<file path="src/rtl/exibe_pkg.sv">
// Shared constants for the sequence playback block (exibe_sequencia).
// Holds the FSM state encoding, which is also shown on db_estado, and the
// ROM address/data widths.
package exibe_pkg;

  localparam int ADDR_W = 4;
  localparam int DATA_W = 4;

  typedef enum logic [3:0] {
    OCIOSO = 4'h0,
    LE_MEM = 4'h1,
    ACENDE = 4'h2,
    APAGA  = 4'h3,
    FIM    = 4'hF
  } estado_t;

endpackage

</file>
<file path="src/rtl/contador_m.sv">
// contador_m: free-running up-counter that serves as the display timer.
// Ports:
//   clock    in  rising-edge clock
//   zera_as  in  asynchronous clear, active-low
//   zera_s   in  synchronous clear (wins over conta)
//   conta    in  count enable
//   q        out current count (W bits)
module contador_m #(
  parameter int W = 10
) (
  input  logic         clock,
  input  logic         zera_as,
  input  logic         zera_s,
  input  logic         conta,
  output logic [W-1:0] q
);

  logic [W-1:0] q_q;
  logic [W-1:0] q_d;

  always_comb begin
    q_d = q_q;
    if (zera_s)     q_d = '0;
    else if (conta) q_d = q_q + W'(1);
  end

  always_ff @(posedge clock or negedge zera_as) begin
    if (!zera_as) q_q <= '0;
    else          q_q <= q_d;
  end

  assign q = q_q;

endmodule

</file>
<file path="src/rtl/exibe_sequencia.sv">
// exibe_sequencia: plays back the stored game sequence on the leds.
// On iniciar it walks ROM addresses 0..limite, shows each word for T_ON
// cycles, blanks the leds for T_OFF cycles, and pulses pronto after the
// last item.
// Ports:
//   clock     in   rising-edge clock
//   reset     in   asynchronous reset, active-low
//   pausa     in   (only with PAUSA_EN) freeze playback while high
//   iniciar   in   start request, honoured only when idle
//   limite    in   index of the last item; latched on start
//   endereco  out  ROM address (registered)
//   dado      in   ROM data for endereco, valid the cycle after it is loaded
//   leds      out  displayed word, zero while blank (registered)
//   ocupado   out  high in every state but OCIOSO
//   pronto    out  one-cycle end-of-sequence pulse
//   db_estado out  current state encoding
// Configuration: define PAUSA_EN to add the pausa input.
//
// Handshake: iniciar is a level sampled only in OCIOSO; a request that
// arrives while ocupado is high is dropped, never queued. pronto is the
// completion strobe and is high for exactly one cycle (state FIM).
module exibe_sequencia
  import exibe_pkg::*;
#(
  parameter int T_ON  = 500,
  parameter int T_OFF = 250,
  parameter int TW    = 10
) (
  input  logic              clock,
  input  logic              reset,
`ifdef PAUSA_EN
  input  logic              pausa,
`endif
  input  logic              iniciar,
  input  logic [ADDR_W-1:0] limite,
  output logic [ADDR_W-1:0] endereco,
  input  logic [DATA_W-1:0] dado,
  output logic [DATA_W-1:0] leds,
  output logic              ocupado,
  output logic              pronto,
  output logic [3:0]        db_estado
);

  localparam logic [TW-1:0] ON_LAST  = TW'(T_ON - 1);
  localparam logic [TW-1:0] OFF_LAST = TW'(T_OFF - 1);

  estado_t           state_q, state_d;
  logic [ADDR_W-1:0] lim_q, lim_d;
  logic [ADDR_W-1:0] end_q, end_d;
  logic [DATA_W-1:0] leds_q, leds_d;
  logic [TW-1:0]     timer;
  logic              zera_s;
  logic              conta;
  logic              hold;

  // The freeze only matters in the playback states; OCIOSO and FIM never
  // consult it, so it cannot stall the start or the pronto pulse.
`ifdef PAUSA_EN
  assign hold = pausa;
`else
  assign hold = 1'b0;
`endif

  always_comb begin
    state_d = state_q;
    lim_d   = lim_q;
    end_d   = end_q;
    leds_d  = leds_q;
    zera_s  = 1'b0;
    conta   = 1'b0;
    case (state_q)
      OCIOSO: begin
        if (iniciar) begin
          state_d = LE_MEM;
          lim_d   = limite;
          end_d   = '0;
        end
      end
      LE_MEM: begin
        // One cycle for the ROM to present the word at endereco.
        if (!hold) begin
          state_d = ACENDE;
          leds_d  = dado;
        end
      end
      ACENDE: begin
        conta = !hold;
        if (!hold && timer == ON_LAST) begin
          zera_s  = 1'b1;
          leds_d  = '0;
          state_d = APAGA;
        end
      end
      APAGA: begin
        conta = !hold;
        if (!hold && timer == OFF_LAST) begin
          zera_s = 1'b1;
          if (end_q == lim_q) begin
            state_d = FIM;
          end else begin
            end_d   = end_q + ADDR_W'(1);
            state_d = LE_MEM;
          end
        end
      end
      FIM:     state_d = OCIOSO;
      default: state_d = OCIOSO;
    endcase
  end

  always_ff @(posedge clock or negedge reset) begin
    if (!reset) begin
      state_q <= OCIOSO;
      lim_q   <= '0;
      end_q   <= '0;
      leds_q  <= '0;
    end else begin
      state_q <= state_d;
      lim_q   <= lim_d;
      end_q   <= end_d;
      leds_q  <= leds_d;
    end
  end

  contador_m #(.W(TW)) u_timer (
    .clock   (clock),
    .zera_as (reset),
    .zera_s  (zera_s),
    .conta   (conta),
    .q       (timer)
  );

  assign endereco  = end_q;
  assign leds      = leds_q;
  assign ocupado   = (state_q != OCIOSO);
  assign pronto    = (state_q == FIM);
  assign db_estado = state_q;

endmodule

</file>
<file path="config.mk">
export PLATFORM = sky130hd
export DESIGN_NAME = exibe_sequencia
export DESIGN_NICKNAME = d
export VERILOG_FILES = /design/src/rtl/exibe_pkg.sv /design/src/rtl/contador_m.sv /design/src/rtl/exibe_sequencia.sv
export SDC_FILE = /design/constraint.sdc
export NUM_CORES = 1
export LEC_CHECK = 0
export CORE_ASPECT_RATIO = 1.75
export CORE_MARGIN = 5
export CORE_UTILIZATION = 35
export DETAILED_ROUTE_END_ITERATION = 16
export HOLD_SLACK_MARGIN = 0.03
export PLACE_DENSITY = 0.6
export SYNTH_ARGS = -nofsm -noshare
export SYNTH_HDL_FRONTEND = slang
export SYNTH_SLANG_ARGS = --single-unit
</file>
<file path="constraint.sdc">
create_clock -name clock -period 1.6 [get_ports clock]
set_input_delay 0.16 -clock clock [delete_from_list [all_inputs] [get_ports clock]]
set_output_delay 0.16 -clock clock [all_outputs]
set_load 0.03 [all_outputs]
</file>
==> reports/results.ini, run 1 <==
[outcome]
status = finished, violations left
violations = setup timing

[place]
hpwl_um = 2936
place_congestion = 0.8506
portBuffers = 24
pre_cts_slack_ns = -0.1539

[drt]
num_vias = 1258
postRouteAntennaNets = 0
first_pass_iters = 4
totalWireLength_um = 3931
route.detailed.drc = 0
drtIter0Drc = 43
vias_per_cell = 5.264
wl_per_cell_um = 16.45

[logic_synthesis]
syn-cell-area_um2 = 1398
synth_cells = 132
yosysUniqueCellTypes = 45
yosysSeqAreaShare_pct = 44.76
syn_avg_cell_area_um2 = 10.59
postSynth.asyncResetShare_pct = 100.0
ys.flop_type = dfrtp_1
ys_ff_latch = 25
synth_fp_nets = 146
synth_edf_count = 0
ys_warn_count = 0

[worst_setup_path]
endpoint_kind = flip-flop
crit_start = u_timer.q[2]$_DFFE_PN0P_
crit_type = reg2reg
timing.rr.start = u_timer.q[2]$_DFFE_PN0P_
crit_fanout = 4
required_ns = 1.77
startpoint_type = flip-flop
cp.arrival_ns = 1.88

[power_and_ir_drop]
p_sw_share_pct = 40.29
leakage_nw = 0.9437
comb_power_share_pct = 53.1
power_w = 0.003105
p_sw_w = 0.001251
internal_power_w = 0.001854
pwr-share-seq_pct = 34.3
powerDensity_nw_per_um2 = 1469
clockPowerShare_pct = 12.6
peakVddDrop_mv = 0.8164

[layout]
drive_gt1_share_pct = 37.17
syn_to_final_growth_pct = 51.21
fillers = 346
layout.nets = 206
diodes = 0
layout_common_cells = buf_4 (33), dfrtp_1 (22), clkdlybuf4s50_1 (14)
final_common_cell = buf_4

[cts]
htree_num_levels = 1
path_clk_slew_ns = 0.10
cts_tree = built
numCtsBuffers = 3
root_buffer = clkbuf_8
cts_sinks = 25
clk_path_buf_depth = 2
cts_hold_buffers = 0
insertion_delay_ns = 0.28

[job]
maxCapViolations = 0

[sta]
max_freq_mhz = 583.5
final_max_slew_viol_count = 0
period_share_pct = 107.1
finalCriticalPeriod_ns = 1.714
worstMarginPinSlew_ns = 0.3409
tns_ns = -1.070
relSlewSlack_pct = 77.27
hold_violations = 0
fin_ws_ns = -0.1137
clock-skew-final_ns = 0.007070
final-setup-viol-count = 18
rsz0062_at_grt = yes

[floorplanning]
start_util_pct = 36.15
row_count = 30
die_area_um2 = 5406
die_x_um = 57.77
die_y_um = 93.59
ios = 25
core-area_um2 = 3866

[grt]
grt_pass1_vias = 1350
grt_first_pass_wirelength_um = 6472
grt_max_degree = 26
grt-ovfl-total = 0
antenna_found_initial = 0
grt_usage_pct = 15.48

[worst_hold_path]
worstHoldPathType = in2async

cell families after synthesis:
group	synth area share, %
compound gates	12.98
mux	3.223
simple gates	25.78
buf+inv	3.043
flops	44.76
fa+ha+maj	2.686
xor+xnor	7.520
layout make-up:
| class | count | area, um2 | share of cell area, % |
|---|---|---|---|
| Clock buffer | 3 | 41.29 | 1.954 |
| Clock inverter | 1 | 5.005 | 0.2368 |
| Inverter | 3 | 11.26 | 0.5329 |
| Multi-Input combinational cell | 98 | 835.8 | 39.55 |
| Sequential cell | 25 | 629.4 | 29.78 |
| Tap cell | 48 | 60.06 | 2.842 |
| Timing Repair Buffer | 61 | 530.5 | 25.10 |
path summary, 6_finish.rpt:
kind | to | slack [ns] | cells after the start
setup / recovery | u_timer.q[5]$_DFFE_PN0P_ | -0.11 | 5
hold / removal | endereco[0]$_DFFE_PN0P_ | 0.25 | 2
setup reg to reg | u_timer.q[5]$_DFFE_PN0P_ | -0.11 | 5
hold reg to reg | leds[3]$_DFFE_PN0P_ | 0.51 | 1
max in group asynchronous | db_estado[0]$_DFFE_PN0P_ | 1.07 | 2
min in group clock | lim_q[2]$_DFFE_PN0P_ | 0.50 | 2
Yosys cell counts (3+ instances only):
library cell	count	share of area [%]
nand3_1	8	2.9
a22o_1	4	2.5
clkbuf_1	3	0.81
mux2_1	4	3.2
nand2b_1	4	1.8
o211ai_1	3	1.6
nand4_1	7	3.1
ha_1	3	2.7
xor2_1	7	4.4
nand2_1	8	2.1
and3_1	3	1.3
nor2_1	8	2.1
dfrtp_1	25	45
xnor2_1	5	3.1
critical path, cell delays in order (launching register included):
cell and delay [ns]:
dfrtp_1 0.39, or2_4 0.25, or4_4 0.51, a211oi_4 0.26
buf_6 0.15, nor2_1 0.04
sequential cells by signal, summed over array words and instances, names as in the netlist:
name	flops
u_timer.q	10
endereco	4
leds	4
lim_q	4
db_estado	3
per-stage QoR:
step	instances	utilization [%]	hold WS, ns	area (um2)
floorplan	132	-	-0.1356	1444
global placement	229	50.13	0.4845	1938
detailed placement	229	50.13	0.4865	1938
CTS	237	53.04	0.2606	2051
global route	239	54.66	0.2908	2113
finish	239	54.66	0.2454	2113
repair_timing:
action                     CTS  global route
gates resized for setup     19            12
setup endpoints to repair   30            25
pin swaps                    6             3
buffers inserted             4             2
cloned                       0             0
power by group through the flow:
stage | sequential (W) | clock, W | combinational [W]
after floorplan | 0.00121 | 0 | 0.000687
after global placement | 0.00106 | 0 | 0.00144
after detailed placement | 0.00107 | 0 | 0.00149
after CTS | 0.00107 | 0.000403 | 0.00154
after global routing | 0.00110 | 0.000425 | 0.00177
final | 0.00106 | 0.000393 | 0.00165
layer usage:
metal | share of wire [%] | GRT usage [%]
met1 | 36 | 15.24
met2 | 58 | 29.81
met3 | 3.1 | 2.624
met4 | 2.7 | 7.350
met5 | 0 | 0
No activity file was read; power rests on OpenSTA's default activity.
==> run 2, diff against run 1 <==
Settings changed: PLACE_DENSITY 0.6 to 0.58.
Clock period 1.6 ns to 2.2 ns, I/O delays scaled along.
==> reports/results.ini, run 2 (same netlist as run 1, synthesis figures left out) <==
[worst_hold_path]
worstHoldPathType = in2async

[drt]
first_pass_iters = 4  ; unchanged
num_vias = 1108  ; -12%
wl_per_cell_um = 16.18  ; -1.6%
postRouteAntennaNets = 0  ; unchanged
totalWireLength_um = 3301  ; -16%
vias_per_cell = 5.431  ; +3.2%
drtIter0Drc = 20  ; -53%
route.detailed.drc = 0  ; unchanged

[sta]
tns_ns = 0  ; +1.070 ns
period_share_pct = 91.99
rsz0062_at_grt = no
max_freq_mhz = 494.1
final-setup-viol-count = 0  ; -18
relSlewSlack_pct = 70.10  ; -7.2 points
worstMarginPinSlew_ns = 0.4447  ; +0.1038 ns
hold_violations = 0  ; unchanged
clock-skew-final_ns = 0.004968  ; -0.002102 ns
final_max_slew_viol_count = 0  ; unchanged
finalCriticalPeriod_ns = 2.024

[worst_setup_path]
timing.rr.start = db_estado[1]$_DFFE_PN0P_
critPathCapture = ocupado
crit_fanout = 13  ; +9
r2r_cells = 4  ; -1
crit_cells = 3  ; -2
required_ns = 1.98  ; +0.21 ns
worst-path-buf-inv = 2  ; +1
rr_endpoint = lim_q[1]$_DFFE_PN0P_
crit_start = db_estado[1]$_DFFE_PN0P_
endpoint_kind = primary output
cp.arrival_ns = 1.80  ; -0.08 ns
crit_path_top_delay_cell = clkdlybuf4s50_1
r2r_setup_slack_ns = 0.28  ; +0.39 ns
slowest_delay_ns = 0.60  ; +0.09 ns
startpoint_type = flip-flop
cp_top_family = buffers and inverters
crit_type = reg2out
path_cells = nor3_1, inv_1, clkdlybuf4s50_1

[floorplanning]
die_area_um2 = 5406  ; unchanged
core-area_um2 = 3866  ; unchanged
die_y_um = 93.59  ; unchanged
row_count = 30  ; unchanged
die_x_um = 57.77  ; unchanged
start_util_pct = 36.15  ; unchanged
ios = 25  ; unchanged

[grt]
grt-ovfl-total = 0  ; unchanged
grt_usage_pct = 13.62  ; -1.9 points
grt_max_degree = 26  ; unchanged
grt_pass1_vias = 1170  ; -13%
antenna_found_initial = 0  ; unchanged
grt_first_pass_wirelength_um = 5747  ; -11%

[outcome]
status = finished, final reports clean

[cts]
cts_setup_buffers = 0  ; -4
cts_tree = built
path_clk_slew_ns = 0.09  ; about the same
cts.repair.resized = 0  ; -19
clk_path_buf_depth = 2  ; unchanged
numCtsBuffers = 3  ; unchanged
cts_sinks = 25  ; unchanged
cts_hold_buffers = 0  ; unchanged
htree_num_levels = 1  ; unchanged
root_buffer = clkbuf_8
insertion_delay_ns = 0.27  ; about the same

[layout]
syn_to_final_growth_pct = 23.55
drive_gt1_share_pct = 10.26  ; -27 points
largest_reg_flops = 10  ; unchanged
stdcell_area_um2 = 1727  ; -18%
diodes = 0  ; unchanged
layout_common_cells = dfrtp_1 (25), clkdlybuf4s50_1 (24), nor2_1 (8), nand3_1 (8), nand2_1 (8)
layout.nets = 171  ; -17%
final_common_cell = dfrtp_1

[job]
maxCapViolations = 0  ; unchanged

[power_and_ir_drop]
p_sw_w = 0.0007587  ; -39%
pwr-share-seq_pct = 44.7  ; +10 points
comb_power_share_pct = 40.5  ; -13 points
leakage_nw = 0.7020  ; -26%
peakVddDrop_mv = 0.5480  ; -33%
powerDensity_nw_per_um2 = 1070  ; -27%
p_sw_share_pct = 41.05  ; +0.76 points
clockPowerShare_pct = 14.8  ; +2.2 points
internal_power_w = 0.001089  ; -41%

[place]
hpwl_um = 2542  ; -13%
place_congestion = 0.7820  ; -8.1%
portBuffers = 24  ; unchanged
place_area_um2 = 1682  ; -13%

==> run 2: worst register-to-register path: stages (launching register included) <==
cell and delay, ns:
dfrtp_1 0.57, and3b_1 0.48, o21ai_2 0.18, nor2_2 0.22, mux2_1 0.35
==> run 2: worst min path at each step <==
stage,to,slack [ns],cells after the start
detailed placement,leds[1]$_DFFE_PN0P_,0.50,1
floorplan,db_estado[0]$_DFFE_PN0P_,-0.08,0
global placement,leds[2]$_DFFE_PN0P_,0.49,1
CTS,u_timer.q[6]$_DFFE_PN0P_,0.32,2
finish,u_timer.q[6]$_DFFE_PN0P_,0.31,2
global route,u_timer.q[7]$_DFFE_PN0P_,0.35,2
==> run 2: power groups by stage <==
stage | sequential [W] | clock (W) | combinational (W)
global route | 0.000863 | 0.000302 | 0.000824
finish | 0.000827 | 0.000273 | 0.000748
detailed placement | 0.000838 | 0 | 0.000750
CTS | 0.000827 | 0.000284 | 0.000759
floorplan | 0.000872 | 0 | 0.000454
global placement | 0.000826 | 0 | 0.000744
==> run 2: through the flow <==
stage / setup WS (ns) / std cells / total power (W) / hold slack (ns) / util (%)
2_1_floorplan: 0.3588 / 132 / 0.001325 / -0.07559 / -
3_3_place_gp: 0.3186 / 200 / 0.001571 / 0.4870 / 43.50
3_5_place_dp: 0.2743 / 200 / 0.001587 / 0.4978 / 43.50
4_1_cts: 0.1513 / 204 / 0.001870 / 0.3182 / 44.66
5_1_grt: 0.08987 / 204 / 0.001989 / 0.3468 / 44.66
6_report: 0.1762 / 204 / 0.001848 / 0.3121 / 44.66
==> run 2: layout make-up <==
class,instances,area (um2)
Inverter,3,11.26
Clock buffer,4,45.04
Sequential cell,25,625.6
Fill cell,380,2140
Tap cell,48,60.06
Multi-Input combinational cell,98,729.5
Timing Repair Buffer,26,255.2
==> run 2: layer usage <==
layer | wire length [um] | global-route usage, %
met3 | 108 | 2.072
met1 | 1291 | 15.07
met4 | 78 | 5.996
met2 | 1823 | 24.81
met5 | 0 | 0
==> run 3, diff against run 2 <==
Settings changed: CORE_ASPECT_RATIO 1.75 to 1.25.
==> reports/results.ini, run 3 (same netlist as run 1, synthesis figures left out) <==
[sta]
final_max_slew_viol_count = 0  ; unchanged
tns_ns = 0  ; unchanged
relSlewSlack_pct = 72.54  ; +2.4 points
clock-skew-final_ns = 0.006116  ; +0.001148 ns
fin_ws_ns = 0.1813  ; +0.005069 ns
rsz0062_at_grt = no
holdWs_ns = 0.3197  ; +0.007598 ns
final-setup-viol-count = 0  ; unchanged
hold_violations = 0  ; unchanged
worstMarginPinSlew_ns = 0.4084  ; -0.03631 ns
max_freq_mhz = 495.4  ; +0.25%
period_share_pct = 91.76  ; -0.23 points
finalCriticalPeriod_ns = 2.019  ; -0.005069 ns

[floorplanning]
core-area_um2 = 3816  ; -1.3%
row_count = 25  ; -17%
ios = 25  ; unchanged
start_util_pct = 36.62  ; +0.47 points
die_y_um = 80.65  ; -14%
die_x_um = 66.52  ; +15%
die_area_um2 = 5365  ; -0.77%

[layout]
diodes = 0  ; unchanged
final_common_cell = dfrtp_1
layout_common_cells = dfrtp_1 (25), clkdlybuf4s50_1 (24), nor2_1 (8), nand3_1 (8), nand2_1 (8)
layout.nets = 170  ; -0.58%
fillers = 393  ; +3.4%
utilization_pct = 45.25  ; +0.59 points
largest_reg_flops = 10  ; unchanged
drive_gt1_share_pct = 9.677  ; -0.58 points
syn_to_final_growth_pct = 23.55  ; unchanged

[place]
hpwl_um = 2259  ; -11%
portBuffers = 24  ; unchanged
pre_cts_slack_ns = 0.2674  ; -0.006837 ns
place_congestion = 0.8615  ; +10%

[worst_setup_path]
required_ns = 1.98  ; about the same
rr_endpoint = lim_q[3]$_DFFE_PN0P_
crit_type = reg2out
r2r_cells = 4  ; unchanged
critPathCapture = ocupado
crit_start = db_estado[1]$_DFFE_PN0P_
startpoint_type = flip-flop
r2r_setup_slack_ns = 0.30  ; +0.02 ns
endpoint_kind = primary output
cp.arrival_ns = 1.80  ; about the same
crit_fanout = 13  ; unchanged
timing.rr.start = db_estado[2]$_DFFE_PN0P_

[power_and_ir_drop]
leakage_nw = 0.6968  ; -0.73%
internal_power_w = 0.001080  ; -0.89%
p_sw_share_pct = 40.80  ; -0.26 points
peakVddDrop_mv = 0.4517  ; -18%
clockPowerShare_pct = 14.7  ; about the same
p_sw_w = 0.0007441  ; -1.9%
powerDensity_nw_per_um2 = 1056  ; -1.3%
pwr-share-seq_pct = 44.8  ; about the same
comb_power_share_pct = 40.6  ; about the same

[drt]
wl_per_cell_um = 14.40  ; -11%
first_pass_iters = 4  ; unchanged
postRouteAntennaNets = 0  ; unchanged
drtIter0Drc = 45  ; +130%
vias_per_cell = 5.335  ; -1.8%
num_vias = 1115  ; +0.63%
totalWireLength_um = 3009  ; -8.8%
route.detailed.drc = 0  ; unchanged

[cts]
cts.repair.resized = 0  ; unchanged
cts_tree = built
cts_sinks = 25  ; unchanged
cts_hold_buffers = 0  ; unchanged
root_buffer = clkbuf_8
clk_path_buf_depth = 2  ; unchanged
insertion_delay_ns = 0.26  ; about the same
numCtsBuffers = 3  ; unchanged
htree_num_levels = 1  ; unchanged
cts_setup_buffers = 0  ; unchanged
path_clk_slew_ns = 0.09  ; about the same

[grt]
grt_first_pass_wirelength_um = 5057  ; -12%
antenna_found_initial = 0  ; unchanged
grt_pass1_vias = 1086  ; -7.2%
grt_usage_pct = 11.97  ; -1.6 points
grt_max_degree = 26  ; unchanged
grt-ovfl-total = 0  ; unchanged

[outcome]
status = finished, final reports clean

[worst_hold_path]
worstHoldPathType = in2async

[job]
maxCapViolations = 0  ; unchanged

[run 3: cell types whose count changed in the layout (fill, tap and decap cells not counted)]
cell and change:
buf_4 -1
[run 3: worst min path at each step]
| stage | start | end | slack, ns | cells past startpoint |
|---|---|---|---|---|
| after floorplan | reset | db_estado[0]$_DFFE_PN0P_ | -0.08 | 0 |
| after global placement | leds[3]$_DFFE_PN0P_ | leds[3]$_DFFE_PN0P_ | 0.48 | 1 |
| after detailed placement | leds[0]$_DFFE_PN0P_ | leds[0]$_DFFE_PN0P_ | 0.49 | 1 |
| after CTS | reset | endereco[3]$_DFFE_PN0P_ | 0.33 | 2 |
| after global routing | reset | lim_q[2]$_DFFE_PN0P_ | 0.35 | 2 |
| final | reset | endereco[3]$_DFFE_PN0P_ | 0.32 | 2 |
[run 3: final cells by class]
class	count	area (um2)	area share, %
clock buffers	4	45.04	2.609
inverters	3	11.26	0.6522
multi-input cells	98	729.5	42.25
flip-flops and latches	25	625.6	36.23
well taps	54	67.56	3.913
repair buffers	25	247.7	14.35
[run 3: worst max-delay path: stages, from the launching register on]
cell             delay [ns]
dfrtp_1                0.53
nor3_1                 0.34
inv_1                  0.07
clkdlybuf4s50_1        0.59
[run 3: metal layers]
| layer | vias to the layer above | track usage (%) | routed length [um] |
|---|---|---|---|
| met5 | - | 0 | 0 |
| li1 | 539 | - | - |
| met1 | 548 | 15.08 | 1315 |
| met4 | 0 | 3.659 | 15 |
| met2 | 26 | 20.75 | 1548 |
| met3 | 2 | 1.818 | 130 |
[run 3: metrics by stage]
| stage | cells | area, um2 | power [W] |
|---|---|---|---|
| after detailed placement | 205 | 1682 | 0.001572 |
| final | 209 | 1727 | 0.001824 |
| after global routing | 209 | 1727 | 0.001973 |
| after floorplan | 132 | 1398 | 0.001325 |
| after global placement | 205 | 1682 | 0.001546 |
| after CTS | 209 | 1727 | 0.001847 |
[run 3: power groups by stage]
stage	sequential, W	clock [W]	combinational, W
after floorplan	0.000872	0	0.000454
after global placement	0.000818	0	0.000729
after detailed placement	0.000827	0	0.000745
after CTS	0.000818	0.000279	0.000751
after global routing	0.000843	0.000303	0.000827
final	0.000816	0.000268	0.000740
